`src/rtl/tamagotchi_button_ctrl_if.sv`:
```
// Raw push-button inputs and conditioned button outputs for tamagotchi_button_ctrl.
// The master drives the raw buttons; the slave (the conditioner) drives the pulses and hold counts.
interface tamagotchi_button_ctrl_if;
  logic       raw_salud_n;
  logic       raw_energia_n;
  logic       raw_hambre_n;
  logic       raw_diversion_n;
  logic       raw_reset_n;
  logic       raw_test_n;
  logic       btn_salud;
  logic       btn_energia;
  logic       btn_hambre;
  logic       btn_diversion;
  logic       btn_reset;
  logic       btn_test;
  logic [2:0] count_reset;
  logic [2:0] count_test;

  modport master (
    output raw_salud_n, raw_energia_n, raw_hambre_n, raw_diversion_n, raw_reset_n, raw_test_n,
    input  btn_salud, btn_energia, btn_hambre, btn_diversion, btn_reset, btn_test,
    input  count_reset, count_test
  );

  modport slave (
    input  raw_salud_n, raw_energia_n, raw_hambre_n, raw_diversion_n, raw_reset_n, raw_test_n,
    output btn_salud, btn_energia, btn_hambre, btn_diversion, btn_reset, btn_test,
    output count_reset, count_test
  );
endinterface

```
`src/rtl/tamagotchi_button_ctrl.sv`:
```
// Button conditioner: 2-flop sync + debounce per button, press pulses after DEBOUNCE_CYCLES+2 edges,
// whole-second hold counters for reset/test. No backpressure: pulses are single-cycle and fire-and-forget.
module tamagotchi_button_ctrl #(
  parameter int CLK_FREQ_HZ     = 50000000,
  parameter int DEBOUNCE_CYCLES = 1000000,
  parameter int HOLD_SEC        = 5
) (
  input  logic                      clk,
  input  logic                      rst_n,
  tamagotchi_button_ctrl_if.slave   bif
);
  localparam int SCW = (CLK_FREQ_HZ > 1) ? $clog2(CLK_FREQ_HZ) : 1;
  localparam int DCW = $clog2(DEBOUNCE_CYCLES);
  localparam logic [DCW-1:0] DC_LAST  = DCW'(DEBOUNCE_CYCLES - 1);
  localparam logic [SCW-1:0] SC_LAST  = SCW'(CLK_FREQ_HZ - 1);
  localparam logic [2:0]     HOLD_MAX = 3'(HOLD_SEC);

  // Bit order: salud, energia, hambre, diversion, reset, test.
  logic [5:0]     w_raw_n;
  logic [5:0]     w_accept;
  logic [1:0]     w_held;
  logic [5:0]     r_sync1_n;
  logic [5:0]     r_sync2_n;
  logic [5:0]     r_deb_n;
  logic [DCW-1:0] r_dcnt [6];
  logic [3:0]     r_press;
  logic [SCW-1:0] r_sc [2];
  logic [2:0]     r_cnt [2];
  logic [1:0]     r_hold_pls;

  assign w_raw_n = {bif.raw_test_n, bif.raw_reset_n, bif.raw_diversion_n,
                    bif.raw_hambre_n, bif.raw_energia_n, bif.raw_salud_n};

  always_comb begin
    w_accept = '0;
    for (int i = 0; i < 6; i++) begin
      w_accept[i] = (r_sync2_n[i] != r_deb_n[i]) && (r_dcnt[i] == DC_LAST);
    end
  end

  assign w_held = ~r_deb_n[5:4];

  always_ff @(posedge clk or negedge rst_n) begin
    if (!rst_n) begin
      r_sync1_n <= '1;
      r_sync2_n <= '1;
      r_deb_n   <= '1;
      r_press   <= '0;
      for (int i = 0; i < 6; i++) begin
        r_dcnt[i] <= '0;
      end
    end else begin
      r_sync1_n <= w_raw_n;
      r_sync2_n <= r_sync1_n;
      // Pulse lands in the same cycle the debounced level turns pressed.
      r_press   <= w_accept[3:0] & ~r_sync2_n[3:0];
      for (int i = 0; i < 6; i++) begin
        if (r_sync2_n[i] == r_deb_n[i]) begin
          r_dcnt[i] <= '0;
        end else if (w_accept[i]) begin
          r_deb_n[i] <= r_sync2_n[i];
          r_dcnt[i]  <= '0;
        end else begin
          r_dcnt[i] <= r_dcnt[i] + 1'b1;
        end
      end
    end
  end

  always_ff @(posedge clk or negedge rst_n) begin
    if (!rst_n) begin
      r_hold_pls <= '0;
      for (int j = 0; j < 2; j++) begin
        r_sc[j]  <= '0;
        r_cnt[j] <= '0;
      end
    end else begin
      r_hold_pls <= '0;
      for (int j = 0; j < 2; j++) begin
        if (!w_held[j]) begin
          r_sc[j]  <= '0;
          r_cnt[j] <= '0;
        end else if (r_cnt[j] < HOLD_MAX) begin
          if (r_sc[j] == SC_LAST) begin
            r_sc[j]  <= '0;
            r_cnt[j] <= r_cnt[j] + 3'd1;
            // Test hold never fires while reset is held, so reset wins a tie.
            r_hold_pls[j] <= (r_cnt[j] + 3'd1 == HOLD_MAX) && ((j == 0) || r_deb_n[4]);
          end else begin
            r_sc[j] <= r_sc[j] + 1'b1;
          end
        end else begin
          r_sc[j] <= '0;
        end
      end
    end
  end

  assign bif.btn_salud     = r_press[0];
  assign bif.btn_energia   = r_press[1];
  assign bif.btn_hambre    = r_press[2];
  assign bif.btn_diversion = r_press[3];
  assign bif.btn_reset     = r_hold_pls[0];
  assign bif.btn_test      = r_hold_pls[1];
  assign bif.count_reset   = r_cnt[0];
  assign bif.count_test    = r_cnt[1];
endmodule

```
`src/flat_wrapper.sv`:
```
// flat-port wrapper written by rule: the top's interface ports become plain ports
module tamagotchi_button_ctrl_flat 
#(
  parameter int CLK_FREQ_HZ     = 50000000,
  parameter int DEBOUNCE_CYCLES = 1000000,
  parameter int HOLD_SEC        = 5
)
  (clk, rst_n, bif_raw_salud_n, bif_raw_energia_n, bif_raw_hambre_n, bif_raw_diversion_n, bif_raw_reset_n, bif_raw_test_n, bif_btn_salud, bif_btn_energia, bif_btn_hambre, bif_btn_diversion, bif_btn_reset, bif_btn_test, bif_count_reset, bif_count_test);
  tamagotchi_button_ctrl_if bif_i ();
  input  logic clk;
  input  logic rst_n;
  input wire logic [$bits(bif_i.raw_salud_n)-1:0] bif_raw_salud_n;
  input wire logic [$bits(bif_i.raw_energia_n)-1:0] bif_raw_energia_n;
  input wire logic [$bits(bif_i.raw_hambre_n)-1:0] bif_raw_hambre_n;
  input wire logic [$bits(bif_i.raw_diversion_n)-1:0] bif_raw_diversion_n;
  input wire logic [$bits(bif_i.raw_reset_n)-1:0] bif_raw_reset_n;
  input wire logic [$bits(bif_i.raw_test_n)-1:0] bif_raw_test_n;
  output wire logic [$bits(bif_i.btn_salud)-1:0] bif_btn_salud;
  output wire logic [$bits(bif_i.btn_energia)-1:0] bif_btn_energia;
  output wire logic [$bits(bif_i.btn_hambre)-1:0] bif_btn_hambre;
  output wire logic [$bits(bif_i.btn_diversion)-1:0] bif_btn_diversion;
  output wire logic [$bits(bif_i.btn_reset)-1:0] bif_btn_reset;
  output wire logic [$bits(bif_i.btn_test)-1:0] bif_btn_test;
  output wire logic [$bits(bif_i.count_reset)-1:0] bif_count_reset;
  output wire logic [$bits(bif_i.count_test)-1:0] bif_count_test;
  assign bif_i.raw_salud_n = bif_raw_salud_n;
  assign bif_i.raw_energia_n = bif_raw_energia_n;
  assign bif_i.raw_hambre_n = bif_raw_hambre_n;
  assign bif_i.raw_diversion_n = bif_raw_diversion_n;
  assign bif_i.raw_reset_n = bif_raw_reset_n;
  assign bif_i.raw_test_n = bif_raw_test_n;
  assign bif_btn_salud = bif_i.btn_salud;
  assign bif_btn_energia = bif_i.btn_energia;
  assign bif_btn_hambre = bif_i.btn_hambre;
  assign bif_btn_diversion = bif_i.btn_diversion;
  assign bif_btn_reset = bif_i.btn_reset;
  assign bif_btn_test = bif_i.btn_test;
  assign bif_count_reset = bif_i.count_reset;
  assign bif_count_test = bif_i.count_test;
  tamagotchi_button_ctrl #(.CLK_FREQ_HZ(CLK_FREQ_HZ), .DEBOUNCE_CYCLES(DEBOUNCE_CYCLES), .HOLD_SEC(HOLD_SEC)) u_core (.clk(clk), .rst_n(rst_n), .bif(bif_i));
endmodule
```
`config.mk`:
```
export PLATFORM = sky130hd
export DESIGN_NAME = tamagotchi_button_ctrl_flat
export DESIGN_NICKNAME = d
export VERILOG_FILES = /design/src/rtl/tamagotchi_button_ctrl_if.sv /design/src/rtl/tamagotchi_button_ctrl.sv /design/src/flat_wrapper.sv
export SDC_FILE = /design/constraint.sdc
export NUM_CORES = 1
export LEC_CHECK = 0
export CORE_MARGIN = 5
export CORE_UTILIZATION = 35
export DETAILED_ROUTE_END_ITERATION = 8
export PLACE_DENSITY = 0.56
export SLEW_MARGIN = 5
export SYNTH_ARGS = -nofsm -noshare
export SYNTH_HDL_FRONTEND = slang
export SYNTH_SLANG_ARGS = --single-unit
```
`constraint.sdc`:
```
create_clock -name clk -period 2.9 [get_ports clk]
set_clock_uncertainty 0.15 [all_clocks]
set_input_delay 0.435 -clock clk [delete_from_list [all_inputs] [get_ports clk]]
set_output_delay 0.435 -clock clk [all_outputs]
set_load 0.1 [all_outputs]
```
==> run summary, run 1 <==
FINISH
------------------------------------------------------------------------------------
Final net count                                                                 1059
Multi-input gate area                                                   0.00464 sq mm
Area grow syn2layout                                                           15.2%
Fillcell total                                                                  2773
Antenna diode count                                                                0
Fraction of final layout cells with drive strength greater than 1              10.8%
Top library cells by usage in the layout, fill and taps aside           sky130_fd_sc_hd__dfrtp_1, sky130_fd_sc_hd__nor2_1, sky130_fd_sc_hd__xnor2_1, sky130_fd_sc_hd__nand3_1, sky130_fd_sc_hd__nand2_1
Register area                                                           0.00508 sq mm
Most common cell after layout, fill and taps aside                      sky130_fd_sc_hd__dfrtp_1

OUTCOME
------------------------------------------------------------------------------------
Status                                                                  complete, no violations

LOGIC SYNTHESIS
------------------------------------------------------------------------------------
Prevailing post-synth register cell                                     sky130_fd_sc_hd__dfrtp_1
Avg Cell Area, Syn                                                        9.88 sq um
Gate Count Post-Synth                                                           1008
Synth Warn #                                                                       0
Synthesis-stage register bit count                                               202
Adder and majority cell fraction of the synthesized area                       1.51%
Sequential area share after synthesis                                          51.0%
Area share of and/or/nand/nor cells after synthesis                            26.1%
Number of enable-type register cells in the synthesized netlist                    0
Share of flip-flops with an asynchronous set or reset after synthesis           100%
Main combinational cell family by area after synthesis                  simple AND/OR/NAND/NOR gates
Mapped Area                                                             0.00996 sq mm
Synthesized-area fraction occupied by ao, oa, aoi and oai cells                7.79%
Net count after synthesis                                                       1028
Post-synthesis share of cell area spent on xor and xnor gates                  9.85%
Number of distinct library cells after synthesis                                  55
Proportion of synthesized area in mux cells                                    1.00%

DIE
------------------------------------------------------------------------------------
Initial Utilization                                                            35.7%
Site Rows                                                                         61
Die footprint                                                           0.0319 sq mm
Boundary pin count                                                                20
Floorplan core area                                                     0.0279 sq mm
Chip width                                                                    179 um
Die Span Y                                                                    179 um

TIMING
------------------------------------------------------------------------------------
Final count of pins violating max slew                                             0
Worst max-slew margin expressed relative to the limit                          59.5%
Final Setup Violations                                                             0
Final total negative setup slack                                                0 ns
Shortest period the worst path allows                                        2.39 ns
Final hold violation count                                                         0
Unrepaired setup endpoints after global routing                                   no
Worst-case hold slack                                                       0.187 ns
Worst-Margin Slew                                                           0.604 ns
Max Clk Rate                                                                 419 MHz
Share of the clock period used by the worst path after layout                  82.3%

FLOW RUN
------------------------------------------------------------------------------------
Number of violations of the max-capacitance limit                                  0

PWR
------------------------------------------------------------------------------------
Pwr dens                                                                 530 mW/mm^2
Sequential Power Share                                                         47.4%
Reported leakage power                                                       4.45 nW
Switching share of power                                                       20.9%
Combinational share of power                                                    2.5%
Highest ir drop seen on vdd                                                   342 uV
Net switching power                                                          1.27 mW
Share of power burned in the clock network                                     50.0%
Cell internal pwr                                                            4.81 mW

GLOBAL ROUTE
------------------------------------------------------------------------------------
Via count of the first global-routing pass                                      7220
Congestion Overflow GR                                                             0
First-pass GRT wire length                                                   34.9 mm
Global routing usage summed across all routing layers                          12.8%
Maximum number of pins on one net before global-route repair                      60
Number of antenna violations at the first check in global routing                  0

DRT
------------------------------------------------------------------------------------
Detail-routed via count per cell                                                5.15
Drt pass-1 iters                                                                   4
Number of nets with antenna violations after routing                               0
Violation count after the first detailed-routing iteration                       525
Wire length reported by the detailed router                                  19.8 mm
Post-route DRC                                                                     0
Total via count in the routed design                                            7383
Post-detailed-route wirelength per cell                                      13.8 um

WORST SETUP PATH
------------------------------------------------------------------------------------
Type of destination of the critical path                                        flop
Critical Path Fanout Max                                                           7
CP Buf/Inv Count                                                                   0
Class of the most critical setup path                                        reg2reg
Required time reported for the critical path endpoint                        3.17 ns
Critical path's slowest cell                                            sky130_fd_sc_hd__or4_1
Critical path, cell by cell                                             ha_1 > nand3_1 > or4_1 > or4_1 > a21oi_1
Startpoint class of the critical path                                           flop
Reg2reg end                                                             u_core.r_sc[22]
Worst R2R Path Depth                                                               5
Top delay family on crit path                                           simple AND/OR/NAND/NOR gates
Register-to-register setup slack                                             0.51 ns
Arrival @ worst endpoint                                                     2.66 ns
Most frequent CP cell                                                   sky130_fd_sc_hd__or4_1
Critical register-to-register path startpoint                           u_core.r_sc[0]
Peak per-stage delay on the critical path                                    0.66 ns

MIN PATH
------------------------------------------------------------------------------------
Worst hold path depth                                                              1
Worst hold path class                                                         in2reg
Worst hold path startpoint                                              bif_raw_hambre_n
Endpoint, Worst Hold                                                    u_core.r_sync1_n[2]

PLACED DESIGN
------------------------------------------------------------------------------------
Final HPWL DP                                                                13.1 mm
Routability congestion estimate                                                0.789
Count of buffers inserted at the top-level ports                                  19

CTS
------------------------------------------------------------------------------------
Number of cells upsized or downsized after cts                                     0
Cell chosen for the clock root                                          sky130_fd_sc_hd__clkbuf_16
TritonCTS clock tree                                                            done
Total number of H-tree levels                                                      1
Number of buffers added by the clock tree synthesis step                          24
CTS clock-pin slew for the worst setup and hold paths                        0.06 ns
CTS sink count                                                                   202
Clock Tree Buf Depth                                                               3
Insertion delay of the later-clocked pin in the worst-skew pair              0.50 ns

## Yosys cell counts (4+ instances only)
cell type / number / area [sq um]
sky130_fd_sc_hd__clkbuf_1: 28 / 105
sky130_fd_sc_hd__or2_2: 4 / 25.0
sky130_fd_sc_hd__mux2_2: 8 / 90.1
sky130_fd_sc_hd__nand3_1: 62 / 310
sky130_fd_sc_hd__or4_1: 36 / 270
sky130_fd_sc_hd__a21oi_1: 39 / 195
sky130_fd_sc_hd__nor4b_1: 7 / 61.3
sky130_fd_sc_hd__inv_1: 35 / 131
sky130_fd_sc_hd__nand4_1: 37 / 231
sky130_fd_sc_hd__dfstp_2: 18 / 473
sky130_fd_sc_hd__xnor2_1: 72 / 631
sky130_fd_sc_hd__and3_1: 19 / 119
sky130_fd_sc_hd__nor2_1: 120 / 450
sky130_fd_sc_hd__a211oi_1: 13 / 97.6
sky130_fd_sc_hd__nor4_1: 29 / 181
sky130_fd_sc_hd__nand2_1: 55 / 206
sky130_fd_sc_hd__xor2_1: 40 / 350
sky130_fd_sc_hd__ha_1: 12 / 150
sky130_fd_sc_hd__and4_1: 5 / 43.8
sky130_fd_sc_hd__or3_1: 32 / 200
sky130_fd_sc_hd__o31ai_1: 34 / 255
sky130_fd_sc_hd__nor3_1: 44 / 220
sky130_fd_sc_hd__dfrtp_1: 184 / 4600
sky130_fd_sc_hd__nor3b_1: 4 / 30.0
sky130_fd_sc_hd__o21ai_0: 25 / 125
## flip-flops by register name, summed over array words and instances, names as in the netlist
signal / flops
u_core.r_sync1_n: 6
u_core.r_press: 4
u_core.r_sync2_n: 6
u_core.r_deb_n: 6
u_core.bif.count_reset: 3
u_core.r_hold_pls: 2
u_core.r_sc: 52
u_core.bif.count_test: 3
u_core.r_dcnt: 120
## timing repair
action / CTS / global route
hold buffers: 1 / 0
hold endpoints to repair: 51 / 0
buffers inserted: 0 / 0
## area by class of cell
cell class,instances,share of cell area [%]
sequential,202,44.2
multi-input combinational,737,40.4
clock buffer,37,6.37
tap,378,4.12
timing repair buffer,39,2.98
inverter,35,1.14
clock inverter,6,0.730
## worst reg2reg max path, delay by kind of cell (launching register included)
family | cells | cell delay (ns)
compound gates | 1 | 0.16
simple gates | 3 | 1.33
flops | 1 | 0.39
fa+ha+maj | 1 | 0.28
## stage by stage
stage	utilization, %	instance area, sq um	total power, mW	instances	worst slack (ns)
after floorplan	-	9960	2.99	1008	0.685
after global placement	38.1	10700	3.09	1390	0.627
after detailed placement	38.1	10700	3.09	1390	0.555
after CTS	41.1	11500	6.21	1434	0.520
after global routing	41.1	11500	6.34	1434	0.351
final	41.1	11500	6.08	1434	0.513
## per-layer routing
layer | vias up | global-route usage [%] | wire (um)
met2 | 78 | 20.6 | 8900
li1 | 3712 | - | -
met3 | 27 | 2.28 | 598
met4 | 0 | 2.97 | 436
met1 | 3566 | 18.0 | 9850
met5 | - | 0 | 0
## cell families after synthesis
family | Yosys count
compound gates | 123
xor+xnor | 112
fa+ha+maj | 12
buf+inv | 69
flops | 202
mux | 9
simple gates | 481
## power by group through the flow
stage               Sequential, mW  Combinational (mW)  Clock [mW]
CTS                           2.88               0.161        3.16
global placement              2.93               0.159           0
detailed placement            2.93               0.160           0
global route                  2.89               0.183        3.27
floorplan                     2.93              0.0591           0
finish                        2.89               0.153        3.04
## worst max path at each step
stage	slack [ns]	to	depth (start not counted)	from
2_1_floorplan	0.69	u_core.r_sc[29]	5	u_core.bif.count_reset[2]
3_3_place_gp	0.63	u_core.r_sc[22]	5	u_core.r_sc[0]
3_5_place_dp	0.55	u_core.r_sc[22]	5	u_core.r_sc[0]
4_1_cts	0.52	u_core.r_sc[22]	5	u_core.r_sc[0]
5_1_grt	0.35	u_core.r_sc[22]	5	u_core.r_sc[0]
6_report	0.51	u_core.r_sc[22]	5	u_core.r_sc[0]
(Power assumes the default switching activity.)
==> inputs of run 2 (changes only) <==
- clock period: 2.9 -> 2.4 ns (I/O delays scaled with it)
==> run 2 against run 1 <==
Total power is 17% higher. First-iteration DRC count is 5.1% lower. Cell count is 1.2% higher. Sequential power is 21% higher. Setup slack worse by 0.37 ns. Flip-flop and latch count stayed put. Critical path depth is 1 lower. Wire length is 0.55% higher. Largest cell class unchanged.
==> run summary, run 2 (synthesis results as in run 1) <==
DRT
--------------------------------------------------------------------------------
Violation count after the first detailed-routing iteration                   498   was 525
Wire length reported by the detailed router                              19.9 mm   was 19.8 mm
Number of nets with antenna violations after routing                           0   unchanged
Post-route DRC                                                                 0   unchanged
Post-detailed-route wirelength per cell                                  13.7 um   was 13.8 um
Total via count in the routed design                                        7485   was 7383
Drt pass-1 iters                                                               4   unchanged
Detail-routed via count per cell                                            5.16   was 5.15

GLOBAL ROUTE
--------------------------------------------------------------------------------
Met1 usage in global routing                                               18.7%   was 18.0%
Met3 track demand over resource in global routing                          1.92%   was 2.28%
Met2 demand-to-capacity share in global routing                            20.1%   was 20.6%
Congestion Overflow GR                                                         0   unchanged
Global routing usage summed across all routing layers                      12.8%   about the same
First-pass GRT wire length                                               35.2 mm   was 34.9 mm
Number of antenna violations at the first check in global routing              0   unchanged
GRT busiest layer                                                           met2   unchanged
Maximum number of pins on one net before global-route repair                  55   was 60
Via count of the first global-routing pass                                  7202   was 7220

FINISH
--------------------------------------------------------------------------------
Post-Layout Inst Area                                               0.0116 sq mm   was 0.0115 sq mm
Largest registers                                                   u_core.r_dcnt (120), u_core.r_sc (52)   unchanged
Register with the highest flop count                                u_core.r_dcnt   unchanged
Fraction of final layout cells with drive strength greater than 1          12.2%   was 10.8%
Flip-flop count of the largest register after layout                         120   unchanged
Antenna diode count                                                            0   unchanged
Most common cell after layout, fill and taps aside                  sky130_fd_sc_hd__dfrtp_1   unchanged
Top library cells by usage in the layout, fill and taps aside       sky130_fd_sc_hd__dfrtp_1, sky130_fd_sc_hd__nor2_1, sky130_fd_sc_hd__xnor2_1, sky130_fd_sc_hd__nand3_1, sky130_fd_sc_hd__nand2_1   unchanged
Final net count                                                             1076   was 1059
Area grow syn2layout                                                       16.1%   was 15.2%

TIMING
--------------------------------------------------------------------------------
Final count of pins violating max slew                                         0   unchanged
Worst-Margin Slew                                                       0.449 ns   was 0.604 ns
Unrepaired setup endpoints after global routing                               no   unchanged
Final hold violation count                                                     0   unchanged
Worst max-slew margin expressed relative to the limit                      69.9%   was 59.5%
Share of the clock period used by the worst path after layout              93.9%   was 82.3%
Final total negative setup slack                                            0 ns   unchanged
Worst-case hold slack                                                   0.111 ns   was 0.187 ns
Final Setup Violations                                                         0   unchanged
Max Clk Rate                                                             444 MHz   was 419 MHz
Minimum setup slack in the final design                                 0.147 ns   was 0.513 ns
Shortest period the worst path allows                                    2.25 ns   was 2.39 ns

PLACED DESIGN
--------------------------------------------------------------------------------
Routability congestion estimate                                            0.782   was 0.789
Worst slack at placement                                                0.105 ns   was 0.555 ns
Post-place instance area                                            0.0108 sq mm   was 0.0107 sq mm
Final HPWL DP                                                            13.4 mm   was 13.1 mm
Count of buffers inserted at the top-level ports                              19   unchanged

WORST SETUP PATH
--------------------------------------------------------------------------------
Required time reported for the critical path endpoint                    2.68 ns   was 3.17 ns
Reg2reg end                                                         u_core.r_sc[25]   was u_core.r_sc[22]
Timing startpoint of the critical path                              u_core.r_sc[3]   was u_core.r_sc[0]
Class of the most critical setup path                                    reg2reg   unchanged
Register-to-register setup slack                                         0.15 ns   was 0.51 ns
Critical register-to-register path startpoint                       u_core.r_sc[3]   was u_core.r_sc[0]
Endpoint of the worst setup timing path                             u_core.r_sc[25]   was u_core.r_sc[22]
Critical Path Fanout Max                                                      10   was 7
Type of destination of the critical path                                    flop   unchanged
Arrival @ worst endpoint                                                 2.53 ns   was 2.66 ns
Worst R2R Path Depth                                                           4   was 5
Startpoint class of the critical path                                       flop   unchanged

CTS
--------------------------------------------------------------------------------
CTS clock-pin slew for the worst setup and hold paths                    0.06 ns   about the same
CTS sink count                                                               202   unchanged
Clock Tree Buf Depth                                                           3   unchanged
Cell chosen for the clock root                                      sky130_fd_sc_hd__clkbuf_16   unchanged
Insertion delay of the later-clocked pin in the worst-skew pair          0.51 ns   was 0.50 ns
Total number of H-tree levels                                                  1   unchanged
TritonCTS clock tree                                                        done   unchanged
Number of buffers added by the clock tree synthesis step                      23   was 24
Number of cells upsized or downsized after cts                                 0   unchanged

DIE
--------------------------------------------------------------------------------
Die Span Y                                                                179 um   unchanged
Initial Utilization                                                        35.7%   unchanged
Floorplan core area                                                 0.0279 sq mm   unchanged
Site Rows                                                                     61   unchanged
Boundary pin count                                                            20   unchanged
Die footprint                                                       0.0319 sq mm   unchanged
Chip width                                                                179 um   unchanged

PWR
--------------------------------------------------------------------------------
Pwr dens                                                             617 mW/mm^2   was 530 mW/mm^2
Reported leakage power                                                   4.51 nW   was 4.45 nW
Highest ir drop seen on vdd                                               606 uV   was 342 uV

FLOW RUN
--------------------------------------------------------------------------------
Number of violations of the max-capacitance limit                              0   unchanged

OUTCOME
--------------------------------------------------------------------------------
Status                                                              complete, no violations   unchanged

MIN PATH
--------------------------------------------------------------------------------
Worst hold path depth                                                          1   unchanged
Worst hold path class                                                     in2reg   unchanged

-- run 2: cell count changes in the layout (fill, tap and decap cells not counted) --
cell	before	now
sky130_fd_sc_hd__buf_12	2	3
sky130_fd_sc_hd__clkbuf_8	7	5
sky130_fd_sc_hd__clkbuf_16	25	23
sky130_fd_sc_hd__buf_4	29	46
sky130_fd_sc_hd__clkinv_2	3	6
-- run 2: stage by stage --
stage	utilization [%]	total power, mW	instances
6_report	41.4	7.14	1451
5_1_grt	41.4	7.43	1451
4_1_cts	41.3	7.28	1449
3_5_place_dp	38.6	3.74	1406
3_3_place_gp	38.6	3.74	1406
2_1_floorplan	-	3.61	1008
-- run 2: cell type report --
cell class,count,area [sq um]
sequential,202,5080
timing repair buffer,57,489
inverter,35,131
clock inverter,9,98.8
fill,2784,16400
clock buffer,33,653
multi-input combinational,737,4640
tap,378,473
-- run 2: worst min path at each step --
stage / endpoint / startpoint / slack, ns
2_1_floorplan: u_core.bif.count_reset[0] / rst_n / -0.09
3_3_place_gp: u_core.r_dcnt[78] / rst_n / 0.20
3_5_place_dp: u_core.r_sync2_n[3] / u_core.r_sync1_n[3] / 0.20
4_1_cts: u_core.r_sync1_n[5] / bif_raw_test_n / 0.09
5_1_grt: u_core.r_sync1_n[2] / bif_raw_hambre_n / 0.09
6_report: u_core.r_sync1_n[1] / bif_raw_energia_n / 0.11
-- run 2: timing repair --
item | 4_1_cts | 5_1_grt
setup endpoints to repair | 0 | 17
setup buffers | 0 | 2
hold buffers | 1 | 0
endpoints found under the hold margin | 47 | 0
-- run 2: critical path: stages, from the launching register on --
cell and delay, ns:
sky130_fd_sc_hd__dfrtp_1 0.41, sky130_fd_sc_hd__nand4_1 0.19, sky130_fd_sc_hd__or4_1 0.72, sky130_fd_sc_hd__or4_1 0.55, sky130_fd_sc_hd__a21oi_1 0.15
-- run 2: report_power, final --
group / switching (mW) / internal, mW / total [mW]
Sequential: 0.0350 / 3.45 / 3.49
Clock: 1.36 / 2.11 / 3.46
Combinational: 0.125 / 0.0609 / 0.186
-- run 2: layer usage --
layer	wire, um	share of wire (%)
met2	8890	45
met5	0	0
met1	10000	50
met3	550	2.8
met4	434	2.2
==> inputs of run 3 (changes only) <==
- CTS_CLUSTER_SIZE: not set -> 14
- SETUP_SLACK_MARGIN: not set -> 0.02
==> run 3 against run 2 <==
Cell count stayed put. Core utilization hardly changed. Total power about the same. Hold slack better by 0.00064 ns. Non-clock buffer count is the same.
==> run summary, run 3 (synthesis results as in run 1) <==
OUTCOME
--------------------------------------------------------------------------------
Status                                                              complete, no violations   unchanged

FINISH
--------------------------------------------------------------------------------
Multi-input gate area                                               0.00465 sq mm   was 0.00464 sq mm
Flip-flop count of the largest register after layout                         120   unchanged
Post-Layout Inst Area                                               0.0116 sq mm   about the same
Final net count                                                             1076   unchanged
Fillcell total                                                              2783   was 2784
Fraction of final layout cells with drive strength greater than 1          12.4%   was 12.2%
Register with the highest flop count                                u_core.r_dcnt   unchanged
Antenna diode count                                                            0   unchanged
Largest registers                                                   u_core.r_dcnt (120), u_core.r_sc (52)   unchanged
Most common cell after layout, fill and taps aside                  sky130_fd_sc_hd__dfrtp_1   unchanged
Register area                                                       0.00508 sq mm   unchanged
Area grow syn2layout                                                       16.1%   about the same
Top library cells by usage in the layout, fill and taps aside       sky130_fd_sc_hd__dfrtp_1, sky130_fd_sc_hd__nor2_1, sky130_fd_sc_hd__xnor2_1, sky130_fd_sc_hd__nand3_1, sky130_fd_sc_hd__nand2_1   unchanged

TIMING
--------------------------------------------------------------------------------
Share of the clock period used by the worst path after layout              93.2%   was 93.9%
Final hold violation count                                                     0   unchanged
Final total negative setup slack                                            0 ns   unchanged
Final Setup Violations                                                         0   unchanged
Max Clk Rate                                                             447 MHz   was 444 MHz
Worst max-slew margin expressed relative to the limit                      69.7%   was 69.9%
Worst-Margin Slew                                                       0.451 ns   was 0.449 ns
Unrepaired setup endpoints after global routing                              yes   was no
Shortest period the worst path allows                                    2.24 ns   was 2.25 ns
Final count of pins violating max slew                                         0   unchanged

DIE
--------------------------------------------------------------------------------
Die Span Y                                                                179 um   unchanged
Boundary pin count                                                            20   unchanged
Chip width                                                                179 um   unchanged
Die footprint                                                       0.0319 sq mm   unchanged
Initial Utilization                                                        35.7%   unchanged
Floorplan core area                                                 0.0279 sq mm   unchanged
Site Rows                                                                     61   unchanged

GLOBAL ROUTE
--------------------------------------------------------------------------------
Global routing usage summed across all routing layers                      12.8%   unchanged
Congestion Overflow GR                                                         0   unchanged
Via count of the first global-routing pass                                  7202   unchanged
Maximum number of pins on one net before global-route repair                  55   unchanged
First-pass GRT wire length                                               35.2 mm   unchanged
Number of antenna violations at the first check in global routing              0   unchanged

CTS
--------------------------------------------------------------------------------
Insertion delay of the later-clocked pin in the worst-skew pair          0.51 ns   about the same
Cell chosen for the clock root                                      sky130_fd_sc_hd__clkbuf_16   unchanged
Clock Tree Buf Depth                                                           3   unchanged
TritonCTS clock tree                                                        done   unchanged
Total number of H-tree levels                                                  1   unchanged
Number of buffers added by the clock tree synthesis step                      23   unchanged
CTS sink count                                                               202   unchanged
CTS clock-pin slew for the worst setup and hold paths                    0.06 ns   about the same

DRT
--------------------------------------------------------------------------------
Detail-routed via count per cell                                            5.16   about the same
Drt pass-1 iters                                                               4   unchanged
Wire length reported by the detailed router                              19.8 mm   was 19.9 mm
Post-detailed-route wirelength per cell                                  13.7 um   about the same
Violation count after the first detailed-routing iteration                   516   was 498
Post-route DRC                                                                 0   unchanged
Number of nets with antenna violations after routing                           0   unchanged
Total via count in the routed design                                        7482   was 7485

PLACED DESIGN
--------------------------------------------------------------------------------
Routability congestion estimate                                            0.782   unchanged
Post-place instance area                                            0.0108 sq mm   unchanged
Final HPWL DP                                                            13.4 mm   unchanged
Count of buffers inserted at the top-level ports                              19   unchanged

WORST SETUP PATH
--------------------------------------------------------------------------------
Worst R2R Path Depth                                                           5   was 4
Startpoint class of the critical path                                       flop   unchanged
Required time reported for the critical path endpoint                    2.66 ns   was 2.68 ns
Class of the most critical setup path                                    reg2reg   unchanged
Arrival @ worst endpoint                                                 2.50 ns   was 2.53 ns
Type of destination of the critical path                                    flop   unchanged
Critical Path Fanout Max                                                       8   was 10

FLOW RUN
--------------------------------------------------------------------------------
Number of violations of the max-capacitance limit                              0   unchanged

PWR
--------------------------------------------------------------------------------
Pwr dens                                                             617 mW/mm^2   about the same
Final Power                                                              7.14 mW   about the same
Reported leakage power                                                   4.51 nW   about the same
Highest ir drop seen on vdd                                               605 uV   was 606 uV

MIN PATH
--------------------------------------------------------------------------------
Worst hold path class                                                     in2reg   unchanged
Worst hold path depth                                                          1   unchanged

run 3: changes by cell type in the layout (fill, tap and decap cells not counted):
cell                    before  now
sky130_fd_sc_hd__ha_2        0    1
sky130_fd_sc_hd__or4_1      36   35
sky130_fd_sc_hd__ha_1       12   11
sky130_fd_sc_hd__or4_4       2    3
run 3: through the flow:
step	hold WS [ns]	util, %	setup slack [ns]	std cells
final	0.111	41.4	0.163	1451
after global routing	0.0947	41.4	0.0106	1451
after CTS	0.0883	41.3	0.116	1449
after detailed placement	0.197	38.6	0.105	1406
after global placement	0.197	38.6	0.173	1406
after floorplan	-0.0856	-	0.185	1008
run 3: metal layers:
metal	vias up	routed length [um]	track usage, %
li1	3746	-	-
met1	3636	9960	18.7
met2	72	8840	20.1
met3	28	584	1.92
met4	0	432	3.13
met5	-	0	0
run 3: path summary, 6_finish.rpt:
kind | start | to | slack (ns)
min in group asynchronous | rst_n | u_core.r_dcnt[78] | 0.23
worst min-delay path | bif_raw_energia_n | u_core.r_sync1_n[1] | 0.11
worst max register to register | u_core.r_sc[26] | u_core.r_sc[50] | 0.16
max in group asynchronous | rst_n | u_core.r_deb_n[5] | 1.17
worst max-delay path | u_core.r_sc[26] | u_core.r_sc[50] | 0.16
worst min register to register | u_core.r_sync1_n[4] | u_core.r_sync2_n[4] | 0.20
run 3: power breakdown:
part	internal, mW	total [mW]	switching (mW)
Sequential	3.45	3.49	0.0350
Clock	2.11	3.47	1.36
Combinational	0.0609	0.186	0.125
run 3: critical path, stage by stage, from the launching register on:
cell and delay, ns:
sky130_fd_sc_hd__dfrtp_1 0.37, sky130_fd_sc_hd__ha_2 0.20, sky130_fd_sc_hd__nand2_1 0.08, sky130_fd_sc_hd__or4_4 0.59
sky130_fd_sc_hd__or4_1 0.51, sky130_fd_sc_hd__a211oi_1 0.25
run 3: timing repair:
item | 4_1_cts | 5_1_grt
endpoints found under the hold margin | 47 | 0
endpoints found under the setup margin | 0 | 19
resized for setup | 0 | 2
buffers inserted | 0 | 2
hold buffers | 1 | 0
run 3: cell type report:
cell class,instances,area share (%)
Tap cell,378,4.09
Sequential cell,202,43.9
Multi-Input combinational cell,737,40.2
Clock inverter,9,0.854
Inverter,35,1.14
Clock buffer,33,5.65
Timing Repair Buffer,57,4.23
